<file path="config.mk">
export PLATFORM = sky130hd
export DESIGN_NAME = uart_rx_fsm_flat
export DESIGN_NICKNAME = d
export VERILOG_FILES = /design/src/rtl/uart_rx_pkg.sv /design/src/rtl/uart_rx_fsm_if.sv /design/src/rtl/uart_rx_sampler.sv /design/src/rtl/uart_rx_fsm.sv /design/src/flat_wrapper.sv
export SDC_FILE = /design/constraint.sdc
export NUM_CORES = 1
export LEC_CHECK = 0
export CAP_MARGIN = 25
export CORE_UTILIZATION = 25
export DETAILED_ROUTE_END_ITERATION = 10
export SETUP_SLACK_MARGIN = 0.1
export SYNTH_ARGS = -nofsm -noshare
export SYNTH_HDL_FRONTEND = slang
export SYNTH_HIERARCHICAL = 1
export SYNTH_SLANG_ARGS = --single-unit
</file>
<file path="constraint.sdc">
create_clock -name CLK_FSM -period 6.18 [get_ports CLK_FSM]
set_clock_uncertainty 0.15 [all_clocks]
set_input_delay 1.545 -clock CLK_FSM [delete_from_list [all_inputs] [get_ports CLK_FSM]]
set_output_delay 1.545 -clock CLK_FSM [all_outputs]
set_load 0.02 [all_outputs]
</file>
<file path="src/rtl/uart_rx_pkg.sv">
// Shared constants for the UART receiver: state encoding, data width and the
// positions of the three mid-bit samples relative to PRESCALE/2.
package uart_rx_pkg;

  localparam int unsigned DATA_WIDTH    = 8;
  localparam int unsigned BitCntWidth   = $clog2(DATA_WIDTH);
  localparam int unsigned PrescaleWidth = 6;

  // Plain constants rather than an enum so the encoding matches older blocks.
  localparam logic [2:0] StIdle   = 3'd0;
  localparam logic [2:0] StStart  = 3'd1;
  localparam logic [2:0] StData   = 3'd2;
  localparam logic [2:0] StParity = 3'd3;
  localparam logic [2:0] StStop   = 3'd4;

  // Samples are taken at PRESCALE/2 - SampleLead, PRESCALE/2 and PRESCALE/2 + SampleLag.
  localparam int unsigned SampleLead = 1;
  localparam int unsigned SampleLag  = 1;
  // The voted bit is usable this many clocks after PRESCALE/2.
  localparam int unsigned VoteDelay  = 2;

  function automatic logic majority3(input logic [2:0] s);
    return (s[0] & s[1]) | (s[0] & s[2]) | (s[1] & s[2]);
  endfunction

endpackage

</file>
<file path="src/rtl/uart_rx_fsm_if.sv">
// Receiver bus: serial input and configuration in, received byte and status out.
interface uart_rx_fsm_if;
  import uart_rx_pkg::*;

  logic                     RX_IN;
  logic [PrescaleWidth-1:0] PRESCALE;
  logic                     PAR_EN;
  logic                     PAR_TYP;
  logic [DATA_WIDTH-1:0]    P_DATA;
  logic                     DATA_VALID;
  logic                     PAR_ERR;
  logic                     STP_ERR;

  // Driver of the serial line and configuration.
  modport master (
    output RX_IN, PRESCALE, PAR_EN, PAR_TYP,
    input  P_DATA, DATA_VALID, PAR_ERR, STP_ERR
  );

  // The receiver itself.
  modport slave (
    input  RX_IN, PRESCALE, PAR_EN, PAR_TYP,
    output P_DATA, DATA_VALID, PAR_ERR, STP_ERR
  );

endinterface

</file>
<file path="src/rtl/uart_rx_sampler.sv">
// Per-bit edge counter and 3-sample majority vote around the bit midpoint.
module uart_rx_sampler
  import uart_rx_pkg::*;
(
  input  logic                     CLK_FSM,
  input  logic                     RST_FSM,
  input  logic                     run,
  input  logic                     rx,
  input  logic [PrescaleWidth-1:0] prescale,
  output logic                     bit_end,
  output logic                     vote_ready,
  output logic                     majority
);

  logic [PrescaleWidth-1:0] edge_cnt_q;
  logic [PrescaleWidth-1:0] edge_cnt_d;
  logic [PrescaleWidth-1:0] half;
  logic [PrescaleWidth-1:0] pos_first;
  logic [PrescaleWidth-1:0] pos_mid;
  logic [PrescaleWidth-1:0] pos_last;
  logic [PrescaleWidth-1:0] pos_vote;
  logic [PrescaleWidth-1:0] last_edge;
  logic [2:0]               samples_q;

  // Sample and strobe positions derived from the current prescale.
  always_comb begin
    half       = prescale >> 1;
    pos_first  = half - PrescaleWidth'(SampleLead);
    pos_mid    = half;
    pos_last   = half + PrescaleWidth'(SampleLag);
    pos_vote   = half + PrescaleWidth'(VoteDelay);
    last_edge  = prescale - PrescaleWidth'(1);
    bit_end    = (edge_cnt_q == last_edge);
    vote_ready = (edge_cnt_q == pos_vote);
    majority   = majority3(samples_q);
  end

  // Edge counter: held at zero while idle, wraps on every bit boundary.
  always_comb begin
    edge_cnt_d = edge_cnt_q + PrescaleWidth'(1);
    if (!run || bit_end) begin
      edge_cnt_d = '0;
    end
  end

  // Counter register.
  always_ff @(posedge CLK_FSM or negedge RST_FSM) begin
    if (!RST_FSM) begin
      edge_cnt_q <= '0;
    end else begin
      edge_cnt_q <= edge_cnt_d;
    end
  end

  // Capture the three mid-bit samples; each bit period overwrites them.
  always_ff @(posedge CLK_FSM or negedge RST_FSM) begin
    if (!RST_FSM) begin
      samples_q <= '0;
    end else if (run) begin
      if (edge_cnt_q == pos_first) samples_q[0] <= rx;
      if (edge_cnt_q == pos_mid)   samples_q[1] <= rx;
      if (edge_cnt_q == pos_last)  samples_q[2] <= rx;
    end
  end

endmodule

</file>
<file path="src/rtl/uart_rx_fsm.sv">
// UART receiver: frame FSM, LSB-first shift register, parity check and
// registered byte/status outputs. Bit timing comes from uart_rx_sampler.
module uart_rx_fsm
  import uart_rx_pkg::*;
(
  input  logic         CLK_FSM,
  input  logic         RST_FSM,
  uart_rx_fsm_if.slave bus
);

  logic [2:0]             state_q, state_d;
  logic [BitCntWidth-1:0] bit_cnt_q, bit_cnt_d;
  logic [DATA_WIDTH-1:0]  shift_q, shift_d;
  logic                   par_pend_q, par_pend_d;
  logic [DATA_WIDTH-1:0]  p_data_q, p_data_d;
  logic                   data_valid_q, data_valid_d;
  logic                   par_err_q, par_err_d;
  logic                   stp_err_q, stp_err_d;

  logic run;
  logic bit_end;
  logic vote_ready;
  logic majority;
  logic expected_par;

  assign run          = (state_q != StIdle);
  assign expected_par = (^shift_q) ^ bus.PAR_TYP;

  uart_rx_sampler u_sampler (
    .CLK_FSM    (CLK_FSM),
    .RST_FSM    (RST_FSM),
    .run        (run),
    .rx         (bus.RX_IN),
    .prescale   (bus.PRESCALE),
    .bit_end    (bit_end),
    .vote_ready (vote_ready),
    .majority   (majority)
  );

  // Frame sequencing and next values of all registered state.
  always_comb begin
    state_d      = state_q;
    bit_cnt_d    = bit_cnt_q;
    shift_d      = shift_q;
    par_pend_d   = par_pend_q;
    p_data_d     = p_data_q;
    data_valid_d = 1'b0;
    par_err_d    = par_err_q;
    stp_err_d    = stp_err_q;
    case (state_q)
      StIdle: begin
        if (!bus.RX_IN) begin
          state_d    = StStart;
          bit_cnt_d  = '0;
          par_pend_d = 1'b0;
          par_err_d  = 1'b0;
          stp_err_d  = 1'b0;
        end
      end
      StStart: begin
        // A start bit that votes high was a glitch.
        if (bit_end) begin
          state_d = majority ? StIdle : StData;
        end
      end
      StData: begin
        if (bit_end) begin
          shift_d   = {majority, shift_q[DATA_WIDTH-1:1]};
          bit_cnt_d = bit_cnt_q + BitCntWidth'(1);
          if (bit_cnt_q == BitCntWidth'(DATA_WIDTH - 1)) begin
            state_d = bus.PAR_EN ? StParity : StStop;
          end
        end
      end
      StParity: begin
        if (bit_end) begin
          par_pend_d = (majority != expected_par);
          state_d    = StStop;
        end
      end
      StStop: begin
        // Decide right after the vote so a new start edge late in the stop bit is caught.
        if (vote_ready) begin
          state_d   = StIdle;
          par_err_d = par_pend_q;
          stp_err_d = !majority;
          if (!par_pend_q && majority) begin
            p_data_d     = shift_q;
            data_valid_d = 1'b1;
          end
        end
      end
      default: state_d = StIdle;
    endcase
  end

  // State and output registers.
  always_ff @(posedge CLK_FSM or negedge RST_FSM) begin
    if (!RST_FSM) begin
      state_q      <= StIdle;
      bit_cnt_q    <= '0;
      shift_q      <= '0;
      par_pend_q   <= 1'b0;
      p_data_q     <= '0;
      data_valid_q <= 1'b0;
      par_err_q    <= 1'b0;
      stp_err_q    <= 1'b0;
    end else begin
      state_q      <= state_d;
      bit_cnt_q    <= bit_cnt_d;
      shift_q      <= shift_d;
      par_pend_q   <= par_pend_d;
      p_data_q     <= p_data_d;
      data_valid_q <= data_valid_d;
      par_err_q    <= par_err_d;
      stp_err_q    <= stp_err_d;
    end
  end

  assign bus.P_DATA     = p_data_q;
  assign bus.DATA_VALID = data_valid_q;
  assign bus.PAR_ERR    = par_err_q;
  assign bus.STP_ERR    = stp_err_q;

endmodule

</file>
<file path="src/flat_wrapper.sv">
// flat-port wrapper written by rule: the top's interface ports become plain ports
module uart_rx_fsm_flat import uart_rx_pkg::*;
  (CLK_FSM, RST_FSM, bus_RX_IN, bus_PRESCALE, bus_PAR_EN, bus_PAR_TYP, bus_P_DATA, bus_DATA_VALID, bus_PAR_ERR, bus_STP_ERR);
  uart_rx_fsm_if bus_i ();
  input  logic CLK_FSM;
  input  logic RST_FSM;
  input wire logic [$bits(bus_i.RX_IN)-1:0] bus_RX_IN;
  input wire logic [$bits(bus_i.PRESCALE)-1:0] bus_PRESCALE;
  input wire logic [$bits(bus_i.PAR_EN)-1:0] bus_PAR_EN;
  input wire logic [$bits(bus_i.PAR_TYP)-1:0] bus_PAR_TYP;
  output wire logic [$bits(bus_i.P_DATA)-1:0] bus_P_DATA;
  output wire logic [$bits(bus_i.DATA_VALID)-1:0] bus_DATA_VALID;
  output wire logic [$bits(bus_i.PAR_ERR)-1:0] bus_PAR_ERR;
  output wire logic [$bits(bus_i.STP_ERR)-1:0] bus_STP_ERR;
  assign bus_i.RX_IN = bus_RX_IN;
  assign bus_i.PRESCALE = bus_PRESCALE;
  assign bus_i.PAR_EN = bus_PAR_EN;
  assign bus_i.PAR_TYP = bus_PAR_TYP;
  assign bus_P_DATA = bus_i.P_DATA;
  assign bus_DATA_VALID = bus_i.DATA_VALID;
  assign bus_PAR_ERR = bus_i.PAR_ERR;
  assign bus_STP_ERR = bus_i.STP_ERR;
  uart_rx_fsm u_core (.CLK_FSM(CLK_FSM), .RST_FSM(RST_FSM), .bus(bus_i));
endmodule
</file>
==> results of run 1 <==
-- registers in the layout (all words and copies together) (netlist names) --
name                         flops
u_core/bus.P_DATA                8
u_core/bit_cnt_q                 3
u_core/shift_q                   8
u_core/bus.DATA_VALID            1
u_core/u_sampler/samples_q       3
u_core/u_sampler/edge_cnt_q      6
u_core/bus.STP_ERR               1
u_core/bus.PAR_ERR               1
u_core/state_q                   3
u_core/par_pend_q                1
-- power by group through the flow --
| stage | registers, mW | clock network, mW | logic (mW) |
|---|---|---|---|
| after floorplan | 0.293 | 0 | 0.255 |
| final | 0.329 | 0.163 | 0.268 |
| after detailed placement | 0.334 | 0 | 0.269 |
| after global routing | 0.341 | 0.178 | 0.307 |
| after CTS | 0.329 | 0.167 | 0.270 |
| after global placement | 0.334 | 0 | 0.267 |
-- cell families after synthesis --
kind of cell,count (synthesis),share of synthesized area
multiplexers,23,0.113
AND/OR/NAND/NOR,62,0.153
AO/OA/AOI/OAI,38,0.111
adder cells (fa/ha/maj),11,0.0593
buffers and inverters,20,0.0439
XOR/XNOR,33,0.136
flip-flops,35,0.384
-- layout make-up --
cell class / instances / area (um2) / share of cell area
Tap cell: 108 / 135 / 0.0509
Clock buffer: 6 / 72.6 / 0.0273
Sequential cell: 35 / 876 / 0.330
Timing Repair Buffer: 22 / 218 / 0.0820
Inverter: 10 / 37.5 / 0.0141
Multi-Input combinational cell: 167 / 1300 / 0.491
Clock inverter: 2 / 12.5 / 0.00471
-- cell usage in the layout (no fill, tap or decap), types with 2 or more instances in the layout --
cell              n
a211oi_1          3
a21oi_1           8
a22o_1            2
a31oi_1           3
clkbuf_8          5
clkdlybuf4s50_1  21
dfrtp_1          35
ha_1             10
inv_1            10
mux2_2           20
mux2i_1           2
nand2_1          13
nand3_1           7
nand3b_1          2
nor2_1           15
nor2b_1           3
nor3_1            4
nor3b_1           3
o211ai_1          2
o21ai_0          10
xnor2_1          12
xor2_1           19
-- critical path, delay by kind of cell --
| family | cells | cell delay, ns |
|---|---|---|
| buffers and inverters | 2 | 0.74 |
| xor gates and xnor gates | 1 | 0.17 |
| adders and majority gates | 1 | 0.30 |
| and+or+nand+nor | 4 | 1.84 |
| muxes | 1 | 0.41 |
-- layer usage --
| metal | global-route usage | vias up |
|---|---|---|
| met5 | 0 | - |
| met4 | 0.0362 | 0 |
| met3 | 0.0216 | 5 |
| met2 | 0.151 | 21 |
| met1 | 0.139 | 790 |
| li1 | - | 814 |
-- worst max path at each step --
stage                     cells past startpoint  slack (ns)           endpoint
after global routing                          9        0.92  u_core/shift_q[1]
final                                         9        1.19  u_core/shift_q[0]
after detailed placement                      9        0.93  u_core/shift_q[3]
after CTS                                     9        1.21  u_core/shift_q[1]
after global placement                        9         1.0  u_core/shift_q[3]
after floorplan                               9        2.27  u_core/shift_q[1]
==> results.yml, run 1 <==
routing:
  dr_total_vias: 1630
  wl_mm: 4.48
  top_layer_used: "met4"
  met1_length_mm: 2.19
  wl_met3_um: 154
  first_iter_violations: 99
  drt_first_pass_iters: 4
  drc: 0
  drtAntennaViolNets: 0
  drt-vias-per-instance: 4.66
  routedWlPerCell_um: 12.8
  dr_wl_met2_mm: 2.09
yosys:
  synth_cells: 222
  synth_area_um2: 2280
  avgSynthCellArea_um2: 10.3
  synth_common_cells: "dfrtp_1, mux2_2, xor2_1"
  yosysSeqAreaShare: 0.384
  ys_warn_count: 6
  synth_flop_cell: "dfrtp_1"
  synth.most_common_cell: "dfrtp_1"
  synth_top_cell_by_area: "dfrtp_1"
  ys_seq_elements: 35
  synthDistinctLibCells: 53
  synth_edf_count: 0
  syn_nets: 243
  synthArstFlopShare: 1.00
  synth_area_leaders: "dfrtp_1, mux2_2, xor2_1, ha_1, xnor2_1"
  synth_top_area_share: 0.384
power_and_ir_drop:
  p_leak_nw: 1.15
  combPwrFrac: 0.352
  vdd_drop_max_uv: 89.8
  seq_power_share: 0.433
  p_sw_mw: 0.294
  p_int_mw: 0.466
  p_per_area_nw_per_um2: 286
  p_total_mw: 0.760
  swShare: 0.387
  clockPowerShare: 0.215
die:
  num_rows: 34
  dieWidth_um: 97.5
  start_util: 0.260
  core_area_um2: 8760
  dieArea_um2: 9500
  die_height_um: 97.5
  ios: 22
sta:
  fin_setup_tns_ns: 0
  hold_violations: 0
  setup_viol: 0
  fmax_mhz: 201
  worstMarginPinSlew_ns: 0.805
  slew_viol_final: 0
  relSlewSlack: 0.461
  rsz0062_at_grt: "no"
  fin_ws_ns: 1.19
  whs_ns: 0.357
  period_needed_ns: 4.99
  fin_crit_sh: 0.807
setup_path:
  critPathLaunchType: "input pin"
  critPathLaunch: "bus_PRESCALE[1]"
  rr_worst_depth: 6
  cp.required_ns: 6.20
  worstSetupPathType: "in2reg"
  rrSetupSlack_ns: 3.07
  crit_path_max_incr_delay_ns: 0.78
  crit_path_cell_trace: "clkdlybuf4s50_1, inv_1, ha_1, nor3b_1, nand2_1, xnor2_1, nor4_1, nor3b_2, mux2_2"
  cp-end-kind: "register"
  worstReg2RegStart: "u_core/u_sampler/edge_cnt_q[3]"
  reg2reg_to: "u_core/shift_q[0]"
  cpMaxStageDelayCell: "nor3b_2"
  crit_path_max_fanout: 11
  crit_arrival_ns: 5.00
hold_path:
  min_from: "u_core/u_sampler/samples_q[1]"
  hold-path-cell-count: 1
  hold_path.class: "reg2reg"
  hold_path_end: "u_core/u_sampler/samples_q[1]"
placement:
  placed_cell_area_um2: 2570
  placed_cells: 342
  port_buffers: 21
  place_hpwl_mm: 3.26
  pre_cts_slack_ns: 0.925
  routabilityCongestion: 0.881
clock_network:
  insertion_delay_ns: 0.29
  hold_buffers: 0
  cts_buffers: 5
  clock_sinks: 35
  cts.path.max_buffers: 2
  cts.clk_slew.worst_paths_ns: 0.08
  cts_tree: "built"
  cts-resized-gates: 0
  htreeDepth: 2
  root_buffer: "clkbuf_8"
  postCtsSetupBuffers: 0
grt:
  antenna_found_initial: 0
  track_usage: 0.0998
  overflow: 0
  grt_pass1_vias: 1595
  grt_pass1_wl_mm: 7.80
  grt_max_degree: 36
outcome:
  run_status: "finished clean"
finish:
  final_layout_size_suffix_gt1_frac: 0.161
  utilization: 0.303
  fillers: 910
  finalNonFillerCells: 350
  finalNetCount: 262
  diodes: 0
  fin_area_um2: 2660
  syn_to_final_growth_pct: 16.5
job:
  cap_viol_max_count: 0
(Power assumes the default switching activity.)
==> run 2, diff against run 1 <==
clock period = 4.7 ns   (was 6.18 ns; I/O delays follow)
==> results.yml, run 2 (same netlist as run 1, synthesis figures left out) <==
outcome:
  run_status: "finished clean"
clock_network:
  root_buffer: "clkbuf_8"
  cts.clk_slew.worst_paths_ns: 0.07
  hold_buffers: 0
  cts_buffers: 5
  clock_sinks: 35
  cts.path.max_buffers: 2
  cts-resized-gates: 0
  insertion_delay_ns: 0.28
  cts_tree: "built"
  htreeDepth: 2
  postCtsSetupBuffers: 0
setup_path:
  cpMaxStageDelayCell: "clkdlybuf4s50_1"
  worstSetupPathType: "in2reg"
  rrSetupSlack_ns: 1.98
  crit_arrival_ns: 3.97
  critPathLaunchType: "input pin"
  cp-end-kind: "register"
  crit_path_max_incr_delay_ns: 0.51
  cp.required_ns: 4.71
  crit_path_cell_trace: "clkdlybuf4s50_1, inv_1, ha_1, nor3b_1, nand2_1, xnor2_1, nor4_1, buf_4, nor3b_2, buf_4, mux2_2"
  cp_common_cell: "buf_4"
  crit_path_max_fanout: 11
finish:
  seqCellArea_um2: 876
  finalNonFillerCells: 354
  diodes: 0
  final_cell_mix: "dfrtp_1, clkdlybuf4s50_1, mux2_2"
  finalNetCount: 266
  final_common_cell: "dfrtp_1"
  final_layout_size_suffix_gt1_frac: 0.171
  fillers: 896
  syn_to_final_growth_pct: 17.6
  multi_input_area_um2: 1300
sta:
  fin_setup_tns_ns: 0
  fin_crit_sh: 0.842
  period_needed_ns: 3.96
  slew_viol_final: 0
  hold_violations: 0
  setup_viol: 0
  fmax_mhz: 253
  whs_ns: 0.351
  relSlewSlack: 0.576
  rsz0062_at_grt: "no"
  fin_ws_ns: 0.742
  worstMarginPinSlew_ns: 0.630
die:
  ios: 22
  core_area_um2: 8760
  die_height_um: 97.5
  dieWidth_um: 97.5
  num_rows: 34
  dieArea_um2: 9500
  start_util: 0.260
placement:
  placed_cells: 346
  place_hpwl_mm: 3.33
  port_buffers: 21
  pre_cts_slack_ns: 0.450
  routabilityCongestion: 0.857
grt:
  use_met1: 0.139
  grtUsageMet3: 0.0259
  track_usage: 0.104
  antenna_found_initial: 0
  grt_max_degree: 36
  overflow: 0
  grt_pass1_vias: 1661
  top_usage_layer: "met2"
  grt_pass1_wl_mm: 8.02
  grt.met2_usage: 0.167
hold_path:
  hold_path.class: "reg2reg"
power_and_ir_drop:
  vdd_drop_max_uv: 113
  p_total_mw: 1.00
  p_leak_nw: 1.17
  p_per_area_nw_per_um2: 373
routing:
  wl_mm: 4.61
  drtAntennaViolNets: 0
  first_iter_violations: 76
  drc: 0
  routedWlPerCell_um: 13.0
  drt_first_pass_iters: 4
  drt-vias-per-instance: 4.70
  dr_total_vias: 1664
job:
  cap_viol_max_count: 0
[run 2: path summary, 6_finish.rpt]
check                                               startpoint                             to  cells after the start
worst min-delay path             u_core/u_sampler/samples_q[1]  u_core/u_sampler/samples_q[1]                      1
worst max-delay path                           bus_PRESCALE[1]              u_core/shift_q[6]                     11
min in group asynchronous                              RST_FSM              u_core/state_q[2]                      2
max in group asynchronous                              RST_FSM  u_core/u_sampler/samples_q[0]                      2
worst min register to register   u_core/u_sampler/samples_q[1]  u_core/u_sampler/samples_q[1]                      1
worst max register to register  u_core/u_sampler/edge_cnt_q[4]           u_core/bus.P_DATA[3]                      8
[run 2: where the power goes]
group	total, mW	switching [mW]	internal (mW)
clock	0.205	0.101	0.104
sequential	0.439	0.0939	0.345
combinational	0.357	0.190	0.167
[run 2: layer usage]
layer | up-vias | share of wire
li1 | 819 | -
met1 | 809 | 0.48
met2 | 32 | 0.47
met3 | 4 | 0.036
met4 | 0 | 0.0087
met5 | - | 0
[run 2: final cells by class]
type / count / share of cell area
tap: 108 / 0.0504
inverter: 10 / 0.0140
clock inverter: 1 / 0.00187
multi-input combinational: 167 / 0.486
timing repair buffer: 26 / 0.0924
sequential: 35 / 0.327
clock buffer: 7 / 0.0285
[run 2: metrics by stage]
stage / area (um2) / utilization
floorplan: 2280 / -
global placement: 2600 / 0.297
detailed placement: 2600 / 0.297
CTS: 2680 / 0.306
global route: 2680 / 0.306
finish: 2680 / 0.306
[run 2: worst max-delay path, delay by kind of cell]
kind	cells	cell delay, ns
AND/OR/NAND/NOR	4	0.85
multiplexers	1	0.35
adder cells (fa/ha/maj)	1	0.30
buffers and inverters	4	1.12
XOR/XNOR	1	0.16
==> run 3, diff against run 2 <==
clock period = 4.1 ns   (was 4.7 ns; I/O delays follow)
==> results.yml, run 3 (same netlist as run 1, synthesis figures left out) <==
outcome:
  run_status: "finished clean"
routing:
  first_iter_violations: 87
  drt_first_pass_iters: 4
  met1_length_mm: 2.14
  top_layer_used: "met4"
  drc: 0
  drt-vias-per-instance: 4.72
  wl_met3_um: 172
  routedWlPerCell_um: 12.7
  wl_mm: 4.55
  dr_wl_met2_mm: 2.12
  dr_total_vias: 1694
  drtAntennaViolNets: 0
die:
  core_area_um2: 8760
  start_util: 0.260
  dieArea_um2: 9500
  ios: 22
  num_rows: 34
  dieWidth_um: 97.5
  die_height_um: 97.5
finish:
  final_common_cell: "dfrtp_1"
  fillers: 899
  final_cell_mix: "dfrtp_1, clkdlybuf4s50_1, mux2_2"
  fin_area_um2: 2740
  syn_to_final_growth_pct: 20.1
  diodes: 0
  final_layout_size_suffix_gt1_frac: 0.191
  finalNetCount: 271
setup_path:
  critPathLaunchType: "input pin"
  crit_arrival_ns: 3.51
  worstSetupPathType: "in2reg"
  crit_path_max_fanout: 10
  cp.required_ns: 4.12
  rrSetupSlack_ns: 1.55
  cp-end-kind: "register"
grt:
  overflow: 0
  track_usage: 0.101
  antenna_found_initial: 0
  grt_max_degree: 36
  grt_pass1_wl_mm: 7.78
  grt_pass1_vias: 1619
clock_network:
  htreeDepth: 2
  cts.clk_slew.worst_paths_ns: 0.07
  cts.path.max_buffers: 2
  hold_buffers: 0
  insertion_delay_ns: 0.29
  cts-resized-gates: 0
  cts_buffers: 5
  clock_sinks: 35
  postCtsSetupBuffers: 0
  root_buffer: "clkbuf_8"
  cts_tree: "built"
power_and_ir_drop:
  vdd_drop_max_uv: 156
  p_per_area_nw_per_um2: 431
  p_leak_nw: 1.20
sta:
  hold_violations: 0
  setup_viol: 0
  relSlewSlack: 0.599
  period_needed_ns: 3.49
  fmax_mhz: 287
  slew_viol_final: 0
  fin_crit_sh: 0.851
  fin_setup_tns_ns: 0
  worstMarginPinSlew_ns: 0.595
  rsz0062_at_grt: "no"
placement:
  port_buffers: 21
  place_hpwl_mm: 3.40
  placed_cell_area_um2: 2640
  routabilityCongestion: 0.875
job:
  cap_viol_max_count: 0
hold_path:
  hold_path.class: "reg2reg"
## run 3: cell types whose count changed in the layout (fill, tap and decap cells not counted), sizes merged
cell / change
buf: +5
clkinv: -1
clkbuf: +1
## run 3: layout make-up
| cell class | count | area [um2] | share of cell area |
|---|---|---|---|
| clock buffers | 8 | 100 | 0.0366 |
| multi-input cells | 167 | 1300 | 0.476 |
| well taps | 108 | 135 | 0.0494 |
| repair buffers | 31 | 285 | 0.104 |
| inverters | 10 | 37.5 | 0.0137 |
| flip-flops and latches | 35 | 876 | 0.320 |
## run 3: through the flow
stage	instances	total power, mW	hold WS, ns	setup WS [ns]	utilization
floorplan	222	0.825	0.311	0.713	-
global placement	351	0.907	0.322	0.378	0.301
detailed placement	351	0.917	0.338	0.328	0.301
CTS	359	1.19	0.354	0.627	0.312
global route	359	1.28	0.373	0.420	0.312
finish	359	1.18	0.348	0.613	0.312
## run 3: report_power, final
group | total [mW] | internal (mW) | switching [mW]
clock network | 0.272 | 0.153 | 0.119
logic | 0.411 | 0.194 | 0.216
registers | 0.499 | 0.395 | 0.103
total | 1.18 | 0.743 | 0.438
## run 3: final timing paths
path                                                      from                             to  cells past startpoint
worst max-delay path                           bus_PRESCALE[3]              u_core/state_q[1]                     12
worst min-delay path             u_core/u_sampler/samples_q[1]  u_core/u_sampler/samples_q[1]                      1
worst max register to register  u_core/u_sampler/edge_cnt_q[4]              u_core/state_q[1]                      9
worst min register to register   u_core/u_sampler/samples_q[1]  u_core/u_sampler/samples_q[1]                      1
max in group asynchronous                              RST_FSM              u_core/par_pend_q                      2
min in group asynchronous                              RST_FSM           u_core/bus.P_DATA[1]                      2
## run 3: routing by layer
metal | up-vias | track usage
met2 | 25 | 0.163
li1 | 834 | -
met5 | - | 0
met4 | 0 | 0.0385
met3 | 11 | 0.0266
met1 | 824 | 0.128
## run 3: critical path, cell delays in order
cell,delay [ns]
clkdlybuf4s50_1,0.47
buf_4,0.18
ha_1,0.30
xor2_1,0.21
nor3_1,0.06
a31oi_1,0.15
nor2_1,0.08
buf_4,0.15
nor3b_1,0.26
a21oi_1,0.07
o21ai_1,0.20
mux2_2,0.35
